[src/rtl/mem_arbiter.sv]
// Arbitrates the single-port synchronous memory between instruction fetch and
// load/store data, with data priority, a fetch anti-starvation counter and fetch flush.
module mem_arbiter #(
    parameter int ADDR_W     = 32,
    parameter int STARVE_MAX = 3
) (
    input  logic              clk,
    input  logic              rst,
    input  logic              if_req_valid,
    output logic              if_req_ready,
    input  logic [ADDR_W-1:0] if_req_addr,
    input  logic              if_flush,
    output logic              if_rsp_valid,
    output logic [31:0]       if_rsp_rdata,
    input  logic              d_req_valid,
    output logic              d_req_ready,
    input  logic [ADDR_W-1:0] d_req_addr,
    input  logic              d_req_we,
    input  logic [31:0]       d_req_wdata,
    input  logic [3:0]        d_req_wstrb,
    output logic              d_rsp_valid,
    output logic [31:0]       d_rsp_rdata,
    output logic              mem_en,
    output logic [3:0]        mem_we,
    output logic [ADDR_W-3:0] mem_addr,
    output logic [31:0]       mem_wdata,
    input  logic [31:0]       mem_rdata,
    output logic [3:0]        dbg_starve_cnt,
    output logic [1:0]        dbg_rsp_owner
);

    // Handshake: a request transfers in the cycle where valid && ready; the requester
    // holds addr/we/wdata/wstrb stable until then. Ready is a combinational function of
    // the valids, if_flush, the starvation count and rst only -- never of mem_rdata.
    // Responses arrive exactly one cycle after the transfer and cannot be stalled.

    typedef enum logic [1:0] {
        OWN_NONE = 2'd0,
        OWN_IF   = 2'd1,
        OWN_D    = 2'd2
    } owner_t;

    localparam logic [3:0] STARVE_LIM = 4'(STARVE_MAX);

    owner_t     rsp_owner, rsp_owner_next;
    logic [3:0] starve_cnt, starve_cnt_next;
    logic       fetch_ok;
    logic       grant_if;
    logic       grant_d;
    logic       unused_addr_lsbs;

    assign unused_addr_lsbs = ^{if_req_addr[1:0], d_req_addr[1:0]};

    always_ff @(posedge clk) begin
        if (rst) begin
            rsp_owner  <= OWN_NONE;
            starve_cnt <= 4'd0;
        end else begin
            rsp_owner  <= rsp_owner_next;
            starve_cnt <= starve_cnt_next;
        end
    end

    always_comb begin
        fetch_ok        = if_req_valid && !if_flush;
        grant_if        = 1'b0;
        grant_d         = 1'b0;
        rsp_owner_next  = OWN_NONE;
        starve_cnt_next = starve_cnt;

        if (!rst) begin
            if (fetch_ok && starve_cnt == STARVE_LIM) begin
                grant_if = 1'b1;
            end else if (d_req_valid) begin
                grant_d = 1'b1;
            end else if (fetch_ok) begin
                grant_if = 1'b1;
            end
        end

        if (grant_d) begin
            rsp_owner_next = OWN_D;
        end else if (grant_if) begin
            rsp_owner_next = OWN_IF;
        end

        // A flushed fetch is neither denied nor served, so the streak is frozen.
        if (!if_req_valid || grant_if) begin
            starve_cnt_next = 4'd0;
        end else if (fetch_ok && starve_cnt != STARVE_LIM) begin
            starve_cnt_next = starve_cnt + 4'd1;
        end
    end

    always_comb begin
        mem_en    = grant_if || grant_d;
        mem_we    = 4'b0000;
        mem_addr  = '0;
        mem_wdata = d_req_wdata;
        if (grant_d) begin
            mem_addr = d_req_addr[ADDR_W-1:2];
            if (d_req_we) begin
                mem_we = d_req_wstrb;
            end
        end else if (grant_if) begin
            mem_addr = if_req_addr[ADDR_W-1:2];
        end
    end

    // Responses are masked during reset so an in-flight read never leaks out.
    assign if_req_ready   = grant_if;
    assign d_req_ready    = grant_d;
    assign if_rsp_valid   = !rst && (rsp_owner == OWN_IF) && !if_flush;
    assign d_rsp_valid    = !rst && (rsp_owner == OWN_D);
    assign if_rsp_rdata   = mem_rdata;
    assign d_rsp_rdata    = mem_rdata;
    assign dbg_starve_cnt = starve_cnt;
    assign dbg_rsp_owner  = rsp_owner;

endmodule

[config.mk]
export PLATFORM = sky130hd
export DESIGN_NAME = mem_arbiter
export DESIGN_NICKNAME = d
export VERILOG_FILES = /design/src/rtl/mem_arbiter.sv
export SDC_FILE = /design/constraint.sdc
export NUM_CORES = 1
export LEC_CHECK = 0
export ABC_AREA = 1
export CORE_AREA = 2 2 108 110
export DETAILED_ROUTE_END_ITERATION = 8
export DIE_AREA = 0 0 110 112
export SYNTH_ARGS = -nofsm -noshare
export SYNTH_HDL_FRONTEND = slang
export SYNTH_SLANG_ARGS = --single-unit
[constraint.sdc]
create_clock -name clk -period 2.45 [get_ports clk]
set_input_delay 0.49 -clock clk [delete_from_list [all_inputs] [get_ports clk]]
set_output_delay 0.49 -clock clk [all_outputs]
set_load 0.01 [all_outputs]
==> out/summary.txt, run 1 <==
Outcome - finished clean
Clock Tree Buf Depth - 2
Design Power - 622 uW
# setup viols final - 0
Clk Tree Root Cell - clkbuf_16
Seq/Total Area, Yosys - 0.0769
RR Startpoint - dbg_starve_cnt[0]
Final period demand of the worst path - 2.38 ns
Num ports - 279
DRT iter0 DRCs - 27
Core area - 0.0112 mm2
Mapped Nets - 398
Port bufs - 114
Critical path's top delay family - buffers and inverters
Max Clock Skew - 0.000201 ns
Max stage delay on crit path - 0.57 ns
Die X - 110 um
Max_slew headroom - 0.855
Design area - 0.00229 mm2
Vias in the first global route - 1444
Leak Pwr - 1.15 nW
Worst setup EP type - output port
Layout cells sized above 1 - 0.132
TritonCTS clock tree - built
Post-CTS Setup Bufs - 0
Min-delay src - dbg_starve_cnt[3]
Critical path data arrival time - 1.89 ns
Post-CTS Hold Fix Bufs - 0
WL final - 4600 um
Initial core utilization - 0.140
Power Dens Cells - 271 mW/mm2
CP max stage cell - clkdlybuf4s50_1
Clk sinks - 6
Top cell by count, worst path - clkdlybuf4s50_1
Fillers - 1258
Syn Inst Count - 259
Top cell type's share of synthesized area - 0.462
VDD IR max - 0.302 mV
Slew @ Worst Pin - 0.216 ns
H-Tree Depth - 1
Dpl cell area - 0.00224 mm2
Hold WC Path Type - register to register
Post-synthesis cell type count - 18
Area leader, netlist - buf_4
Hold slack - 0.556 ns
Area growth syn-to-layout - 47.0%
Remaining global-route overflow - 0
Pins Over Slew Limit - 0
Worst path required time - 1.96 ns
R2r setup slk - 1.07 ns
Synth warn - 0
Routed Antenna Nets - 0
GPL Wtd Cong - 0.732
Clk pin slew, worst setup/hold paths - 0.03 ns
Detailed Place HPWL - 3870 um
CP Cell Sequence - clkdlybuf4s50_1 > buf_4 > nor3_1 > clkdlybuf4s50_1
Setup crit start - rst
CP max FO - 3
Die footprint - 0.0123 mm2
Setup Crit Path Kind - primary input to output port
Drt wl/cell - 10.7 um
Vias - 1468
DRC Markers - 0
Final Net Count - 429
# rows - 39
Post-route insts no fill - 431
Initial antenna violation count - 0
Final period utilization - 0.972
Num CTS Buffers - 3
First-pass GRT wire length - 6930 um
Largest net degree at the start of global routing - 18
Drt pass-1 iters - 4
Placed cell count - 428
Buffer and inverter count on the worst path - 3
Synth Register Bits - 6
Final hold vios - 0
Die height - 112 um
All-Layer GR Usage - 0.0706
# diodes - 0
Syn Area/Cell - 6.03 um2
Unrepaired setup endpoints after global routing - false
MaxCap Viol Count - 0
Worst Setup Start Kind - primary input
Worst-Skew Late Latency - 0.23 ns
Synthesized area - 0.00156 mm2
Highest clock rate - 0.420 GHz
Synth top area cells - buf_4 (46%), nand2_1 (24%), dfxtp_1 (7.7%)
Vias/cell - 3.41
synthesized netlist by cell type:
cell / number
buf_12: 1
buf_4: 96
buf_6: 5
dfxtp_1: 6
ha_1: 1
inv_1: 10
inv_2: 2
inv_4: 2
nand2_1: 100
nand2_2: 12
nand2_4: 1
nand3_1: 5
nor2_1: 11
nor2_2: 2
nor2_4: 1
nor3_1: 2
o21ai_0: 1
o21bai_1: 1
layout make-up:
class	count	area [um2]	area share
inverters	14	57.6	0.0251
multi-input cells	137	592	0.258
repair buffers	128	1270	0.554
well taps	143	179	0.0780
clock buffers	3	75.1	0.0327
flip-flops and latches	6	120	0.0523
power by group:
part	internal (mW)	switching, mW	total, mW
Combinational	0.164	0.0927	0.257
Sequential	0.100	0.00176	0.102
Clock	0.209	0.0536	0.263
cells by family (layout without fill, tap and decap cells):
family | after synthesis | in the layout | share of synthesized area
compound gates | 2 | 2 | 0.00801
fa+ha+maj | 1 | 1 | 0.00801
buf+inv | 116 | 145 | 0.547
flops | 6 | 6 | 0.0769
simple gates | 134 | 134 | 0.360
worst min-delay path, stage by stage, from the launching register on:
cell	delay, ns
dfxtp_1	0.32
nand2_1	0.07
nand2_1	0.05
nor2_1	0.08
cell usage in the layout, fill, tap and decap left out, drive strengths merged:
cell / Yosys / layout
nand2: 113 / 113
o21ai: 1 / 1
nor2: 14 / 14
ha: 1 / 1
clkdlybuf4s50: 0 / 74
dfxtp: 6 / 6
inv: 14 / 14
nand3: 5 / 5
nor3: 2 / 2
dlymetal6s2s: 0 / 2
o21bai: 1 / 1
buf: 102 / 14
dlygate4sd2: 0 / 27
clkbuf: 0 / 3
clkdlybuf4s15: 0 / 11
registers in the layout (all words and copies together) (netlist names):
| signal | flops |
|---|---|
| dbg_starve_cnt | 4 |
| dbg_rsp_owner | 2 |
stage by stage:
stage | worst slack, ns | TNS [ns] | utilization
floorplan | 0.736 | 0 | -
global placement | -0.285 | -8.74 | 0.200
detailed placement | -0.287 | -8.59 | 0.200
CTS | 0.0265 | 0 | 0.203
global route | 0.000521 | 0 | 0.205
finish | 0.0675 | 0 | 0.205
repair_timing:
action / 4_1_cts / 5_1_grt
pin swaps: 0 / 1
setup endpoints to repair: 38 / 31
gates resized for setup: 39 / 14
metal layers:
layer / vias to the layer above / track usage / share of wire
met2: 86 / 0.109 / 0.45
met5: - / 0 / 0
met1: 617 / 0.0779 / 0.37
met3: 34 / 0.0269 / 0.12
li1: 731 / - / -
met4: 0 / 0.0515 / 0.062
final timing paths:
path,end,depth (start not counted)
max reg2reg,dbg_starve_cnt[0],7
max,d_rsp_valid,4
min reg2reg,dbg_starve_cnt[3],3
min,dbg_starve_cnt[3],3
(Power assumes the default switching activity.)
==> run 2, diff against run 1 <==
--- a/config.mk
+++ b/config.mk
@@ -7,7 +7,7 @@
 export LEC_CHECK = 0
 export ABC_AREA = 1
-export CORE_AREA = 2 2 108 110
+export CORE_AREA = 3 3 106 108
 export DETAILED_ROUTE_END_ITERATION = 8
-export DIE_AREA = 0 0 110 112
+export DIE_AREA = 0 0 109 111
 export SYNTH_ARGS = -nofsm -noshare
 export SYNTH_HDL_FRONTEND = slang
==> constraint.sdc (replaced) <==
create_clock -name clk -period 2.45 [get_ports clk]
set_input_delay 0.49 -clock clk [delete_from_list [all_inputs] [get_ports clk]]
set_output_delay 0.49 -clock clk [all_outputs]
set_load 0.02 [all_outputs]
==> run 2 against run 1 <==
Net effect:
- sequential share of layout area increased by 0.47 points
- combinational power increased by 6%
- largest cell class unchanged
- clock-buffer cell count did not move
- cell count shrank 1.9%
- highest routed layer unchanged
- via count up 1.4%
- first-iteration DRC count is 56% lower
- clock power shrank 44%
- critical path type unchanged
- global-route usage up 0.12 points
- cell area down 8.2%
- setup slack better by 0.033 ns
- register-to-register slack better by 0.05 ns
==> out/summary.txt, run 2 (synthesis gave the netlist of run 1 again) <==
Highest clock rate - 0.426 GHz (+1.4%)
Worst-Skew Late Latency - 0.22 ns (about the same)
Leak Pwr - 1.08 nW (-6.8%)
Final period utilization - 0.959 (-0.0133)
Max FFs per register - 4 (unchanged)
Critical path data arrival time - 1.86 ns (-0.03 ns)
Clk pin slew, worst setup/hold paths - 0.03 ns (about the same)
Fillers - 1181 (-6.1%)
Reg2reg end - dbg_starve_cnt[1]
Vias - 1489 (+1.4%)
Die X - 109 um (-0.91%)
VDD IR max - 0.176 mV (-42%)
Max Clock Skew - 0.000353 ns (+0.000152 ns)
Hold WC Path Type - register to register
Worst setup EP type - output port
Sw frac - 0.309 (+0.0715)
Layout cells sized above 1 - 0.230 (+0.0980)
CP Cell Sequence - clkdlybuf4s50_1 > nand2_1 > nor2_2 > nand2_4 > inv_4 > buf_12 > dlygate4sd2_1
Routed Antenna Nets - 0 (unchanged)
All-Layer GR Usage - 0.0718 (+0.00124)
Num CTS Buffers - 3 (unchanged)
# rows - 37 (-5.1%)
Die footprint - 0.0121 mm2 (-1.8%)
R2r setup slk - 1.12 ns (+0.05 ns)
Slew @ Worst Pin - 0.246 ns (+0.0295 ns)
Initial antenna violation count - 0 (unchanged)
Clock power frac - 0.283 (-0.140)
Post-route insts no fill - 423 (-1.9%)
Detailed Place HPWL - 3970 um (+2.7%)
GPL Wtd Cong - 0.677 (-7.5%)
Drt pass-1 iters - 3 (-1)
Outcome - finished clean
Initial core utilization - 0.151 (+0.0115)
Worst path required time - 1.96 ns (about the same)
Flop pwr share - 0.195 (+0.031)
Commonest non-fill, non-tap cell in the layout - nand2_1
Max_slew headroom - 0.836 (-0.0197)
First-pass GRT wire length - 6960 um (+0.40%)
Setup Crit Path Kind - primary input to output port
Vias/cell - 3.52 (+3.3%)
CP max stage cell - clkdlybuf4s50_1
MaxCap Viol Count - 0 (unchanged)
Hold endpoint - dbg_starve_cnt[3]
Drt wl/cell - 11.1 um (+4.0%)
CP max FO - 16 (+13)
DRT iter0 DRCs - 12 (-56%)
Placed cell count - 420 (-1.9%)
R2R depth - 7 (unchanged)
Post-CTS Setup Bufs - 0 (unchanged)
# diodes - 0 (unchanged)
Clock Tree Buf Depth - 2 (unchanged)
TritonCTS clock tree - built
Remaining global-route overflow - 0 (unchanged)
Clk Tree Root Cell - clkbuf_8
Largest net degree at the start of global routing - 17 (-1)
Unrepaired setup endpoints after global routing - false
H-Tree Depth - 1 (unchanged)
NetSw - 161 uW (+8.9%)
WL final - 4690 um (+2.1%)
# setup viols final - 0 (unchanged)
Pins Over Slew Limit - 0 (unchanged)
Core area - 0.0103 mm2 (-7.6%)
Area growth syn-to-layout - 34.9%
Num ports - 279 (unchanged)
DRC Markers - 0 (unchanged)
Final period demand of the worst path - 2.35 ns (-0.0326 ns)
Min-delay src - dbg_starve_cnt[3]
Max stage delay on crit path - 0.50 ns (-0.07 ns)
Die height - 111 um (-0.89%)
Final hold vios - 0 (unchanged)
Gate power share - 0.522 (+0.109)
Most frequent cells in the layout - nand2_1 (100), clkdlybuf4s50_1 (74), clkbuf_2 (23)
Clk sinks - 6 (unchanged)
Vias in the first global route - 1454 (+0.69%)
Critical path's top delay family - buffers and inverters
Min-Delay Path Depth - 3 (unchanged)
Internal power - 360 uW (-24%)
RR Startpoint - dbg_starve_cnt[1]
Power Dens Cells - 247 mW/mm2 (-8.7%)
Final Net Count - 428 (-0.23%)
Worst Setup Start Kind - primary input
Setup_tns - 0 ns (unchanged)
Buffer and inverter count on the worst path - 4 (+1)
Port bufs - 114 (unchanged)
==> run 2: cell types whose count changed in the layout (fill, tap and decap cells not counted), moves of 3 or more <==
cell,previous run,this run
clkdlybuf4s15_1,11,0
clkbuf_2,0,23
clkbuf_16,3,0
buf_2,0,7
clkbuf_8,0,3
dlygate4sd2_1,27,9
==> run 2: timing repair <==
item / 4_1_cts / 5_1_grt
setup endpoints to repair: 38 / 31
pin swaps: 0 / 1
hold buffers: 0 / 0
cloned: 0 / 0
gates resized for setup: 72 / 35
==> run 2: how the worst max path moves through the flow <==
stage | startpoint | depth (start not counted) | end | slack (ns)
after detailed placement | if_flush | 10 | mem_addr[3] | -0.39
after global placement | if_flush | 10 | mem_addr[3] | -0.38
final | if_req_valid | 7 | if_req_ready | 0.10
after floorplan | dbg_starve_cnt[0] | 8 | mem_addr[13] | 0.58
after global routing | if_req_valid | 8 | mem_en | 0.005
after CTS | if_req_valid | 10 | mem_addr[0] | 0.0008
==> run 2: worst reg2reg max path: cells and delay by family, from the launching register on <==
| kind | cells | cell delay, ns |
|---|---|---|
| and+or+nand+nor | 5 | 0.45 |
| DFF | 1 | 0.37 |
| buffers and inverters | 1 | 0.14 |
| adders and majority gates | 1 | 0.24 |
==> run 2: metrics by stage <==
stage | instance area [um2] | worst slack (ns) | power (mW) | hold slack, ns | util
after floorplan | 1560 | 0.578 | 0.432 | 0.614 | -
after global placement | 2220 | -0.380 | 0.405 | 0.548 | 0.215
after detailed placement | 2220 | -0.393 | 0.408 | 0.565 | 0.215
after CTS | 2250 | 0.000792 | 0.544 | 0.574 | 0.218
after global routing | 2110 | 0.00480 | 0.554 | 0.617 | 0.204
final | 2110 | 0.100 | 0.521 | 0.566 | 0.204
==> run 2: cell type report <==
type | instances | area (um2) | share of cell area
timing repair buffer | 127 | 1130 | 0.537
multi-input combinational | 137 | 587 | 0.279
tap | 136 | 170 | 0.0808
sequential | 6 | 120 | 0.0570
inverter | 14 | 57.6 | 0.0273
clock buffer | 3 | 41.3 | 0.0196
==> run 2: layer usage <==
metal | GRT usage | share of wire | vias up
li1 | - | - | 731
met1 | 0.0635 | 0.32 | 606
met2 | 0.122 | 0.46 | 102
met3 | 0.0309 | 0.15 | 50
met4 | 0.0606 | 0.076 | 0
met5 | 0 | 0 | -
==> run 2: power groups by stage <==
| stage | clock network [mW] | logic (mW) | registers [mW] |
|---|---|---|---|
| final | 0.147 | 0.272 | 0.101 |
| after global routing | 0.158 | 0.294 | 0.102 |
| after global placement | 0 | 0.303 | 0.103 |
| after floorplan | 0 | 0.326 | 0.105 |
| after detailed placement | 0 | 0.305 | 0.103 |
| after CTS | 0.154 | 0.289 | 0.101 |
==> run 3, diff against run 2 <==
- CELL_PAD_IN_SITES_DETAIL_PLACEMENT: default -> 1
- CELL_PAD_IN_SITES_GLOBAL_PLACEMENT: default -> 1
- CORE_AREA: 3 3 106 108 -> default
- CORE_MARGIN: default -> 3
- CORE_UTILIZATION: default -> 12
- DIE_AREA: 0 0 109 111 -> default
- PLACE_DENSITY_LB_ADDON: default -> 0.1
==> run 3 against run 2 <==
Net effect:
- first-iteration DRC count fell by 8.3%
- maximum frequency up 2.3%
- power rose by 23%
- setup slack gained 0.053 ns
- utilization decreased by 2.7 points
- sequential share of layout area decreased by 0.36 points
- register-to-register slack better by 0.02 ns
==> out/summary.txt, run 3 (synthesis gave the netlist of run 1 again) <==
Power Dens Cells - 285 mW/mm2 (+15%)
Leak Pwr - 1.13 nW (+4.8%)
Crit path to - mem_we[0]
Vias in the first global route - 1618 (+11%)
First-pass GRT wire length - 8070 um (+16%)
Buffer and inverter count on the worst path - 4 (unchanged)
Setup Crit Path Kind - primary input to output port
Routed Antenna Nets - 0 (unchanged)
Worst Setup Start Kind - primary input
Worst setup EP type - output port
Commonest non-fill, non-tap cell in the layout - nand2_1
Most frequent cells in the layout - nand2_1 (100), clkdlybuf4s50_1 (73), buf_2 (29)
Vias - 1511 (+1.5%)
Reg2reg end - dbg_starve_cnt[2]
Drt pass-1 iters - 3 (unchanged)
Port bufs - 114 (unchanged)
Fillers - 1589 (+35%)
Final hold vios - 0 (unchanged)
CP Cell Sequence - clkdlybuf4s50_1 > inv_1 > nor2_1 > nand2_2 > buf_4 > nor2_1 > dlygate4sd2_1
Layout cells sized above 1 - 0.248 (+0.0183)
Vias/cell - 3.24 (-7.9%)
# setup viols final - 0 (unchanged)
Design area - 0.00225 mm2 (+6.8%)
Highest clock rate - 0.435 GHz (+2.3%)
Max FFs per register - 4 (unchanged)
CP max stage cell - clkdlybuf4s50_1
TritonCTS clock tree - built
Post-route insts no fill - 466 (+10%)
Area growth syn-to-layout - 44.0%
Num CTS Buffers - 3 (unchanged)
WL final - 5310 um (+13%)
R2R depth - 7 (unchanged)
Outcome - finished clean
Worst path required time - 1.96 ns (about the same)
Slew @ Worst Pin - 0.235 ns (-0.0113 ns)
Final period demand of the worst path - 2.30 ns (-0.0528 ns)
Num ports - 279 (unchanged)
Die footprint - 0.0144 mm2 (+19%)
VDD IR max - 0.290 mV (+65%)
RR Startpoint - dbg_starve_cnt[0]
Core area - 0.0127 mm2 (+23%)
Die height - 120 um (+8.2%)
Drt wl/cell - 11.4 um (+2.6%)
Unrepaired setup endpoints after global routing - false
Max stage delay on crit path - 0.49 ns (about the same)
R2r setup slk - 1.14 ns (+0.02 ns)
Clk sinks - 6 (unchanged)
Critical path data arrival time - 1.81 ns (-0.05 ns)
Critical path's top delay family - buffers and inverters
DRT iter0 DRCs - 11 (-1)
Setup crit start - d_req_valid
Clock Tree Buf Depth - 2 (unchanged)
Final Net Count - 435 (+1.6%)
Pins Over Slew Limit - 0 (unchanged)
H-Tree Depth - 1 (unchanged)
Max_slew headroom - 0.843 (+0.00734)
Final period utilization - 0.938 (-0.0215)
Detailed Place HPWL - 4660 um (+17%)
Initial core utilization - 0.123 (-0.0280)
Worst-Skew Late Latency - 0.22 ns (about the same)
Critical path depth - 7 (unchanged)
All-Layer GR Usage - 0.0692 (-0.00269)
# rows - 41 (+11%)
Largest net degree at the start of global routing - 12 (-5)
GPL Wtd Cong - 0.698 (+3.1%)
Placed cell count - 463 (+10%)
Hold WC Path Type - register to register
CP max FO - 6 (-10)
Clk pin slew, worst setup/hold paths - 0.03 ns (about the same)
DRC Markers - 0 (unchanged)
Max Clock Skew - 0.00114 ns (+0.000789 ns)
Die X - 120 um (+10%)
Top cell by count, worst path - nor2_1
# diodes - 0 (unchanged)
Remaining global-route overflow - 0 (unchanged)
MaxCap Viol Count - 0 (unchanged)
Dpl cell area - 0.00232 mm2 (+4.4%)
Initial antenna violation count - 0 (unchanged)
Clk Tree Root Cell - clkbuf_16
## run 3: cell count changes in the layout (fill, tap and decap cells not counted)
cell             change
clkbuf_16            +3
inv_4                -1
clkdlybuf4s15_2      +1
clkdlybuf4s15_1      +3
clkbuf_8             -3
clkdlybuf4s50_1      -1
dlygate4sd2_1        -2
clkbuf_2            -23
buf_4                +7
inv_6                +1
buf_2               +22
## run 3: what timing repair did
action,4_1_cts,5_1_grt
pin swaps,1,2
hold buffers,0,0
buffers inserted,0,0
setup endpoints to repair,39,18
gates cloned,0,0
gates resized for setup,130,4
## run 3: cell type report
type | instances | area, um2 | area share
timing repair buffer | 134 | 1190 | 0.530
tap | 172 | 215 | 0.0957
sequential | 6 | 120 | 0.0534
clock buffer | 3 | 75.1 | 0.0334
multi-input combinational | 137 | 587 | 0.261
inverter | 14 | 60.1 | 0.0267
## run 3: worst min path at each step
| stage | from | endpoint | slack [ns] | cells after the start |
|---|---|---|---|---|
| floorplan | dbg_starve_cnt[1] | dbg_starve_cnt[1] | 0.61 | 4 |
| global placement | dbg_starve_cnt[3] | dbg_starve_cnt[3] | 0.57 | 3 |
| detailed placement | dbg_starve_cnt[3] | dbg_starve_cnt[3] | 0.57 | 3 |
| CTS | dbg_starve_cnt[3] | dbg_starve_cnt[3] | 0.58 | 3 |
| global route | dbg_starve_cnt[3] | dbg_starve_cnt[3] | 0.62 | 3 |
| finish | dbg_starve_cnt[3] | dbg_starve_cnt[3] | 0.57 | 3 |
## run 3: worst reg2reg max path: cells and delay by family (launching register included)
family | cells | cell delay (ns)
buffers and inverters | 1 | 0.15
adders and majority gates | 1 | 0.25
and+or+nand+nor | 5 | 0.46
DFF | 1 | 0.32
## run 3: report_power, final
part	internal (mW)	total, mW	switching (mW)
Combinational	0.159	0.279	0.120
Clock	0.209	0.260	0.0513
Sequential	0.100	0.101	0.00101
Total	0.468	0.640	0.172
## run 3: layer usage
metal | wire [um] | vias to the layer above | global-route usage
met4 | 327 | 0 | 0.0494
met3 | 507 | 47 | 0.0203
met2 | 2690 | 72 | 0.130
li1 | - | 743 | -
met1 | 1780 | 649 | 0.0629
met5 | 0 | - | 0
## run 3: per-stage QoR
| step | setup TNS, ns | worst slack (ns) | power (mW) | hold WS [ns] | utilization |
|---|---|---|---|---|---|
| 6_report | 0 | 0.153 | 0.640 | 0.573 | 0.177 |
| 2_1_floorplan | 0 | 0.578 | 0.432 | 0.614 | - |
| 5_1_grt | 0 | 0.00979 | 0.681 | 0.622 | 0.177 |
| 3_3_place_gp | -13.48 | -0.417 | 0.418 | 0.570 | 0.183 |
| 3_5_place_dp | -14.04 | -0.434 | 0.416 | 0.573 | 0.183 |
| 4_1_cts | 0 | 0.0000600 | 0.656 | 0.583 | 0.178 |
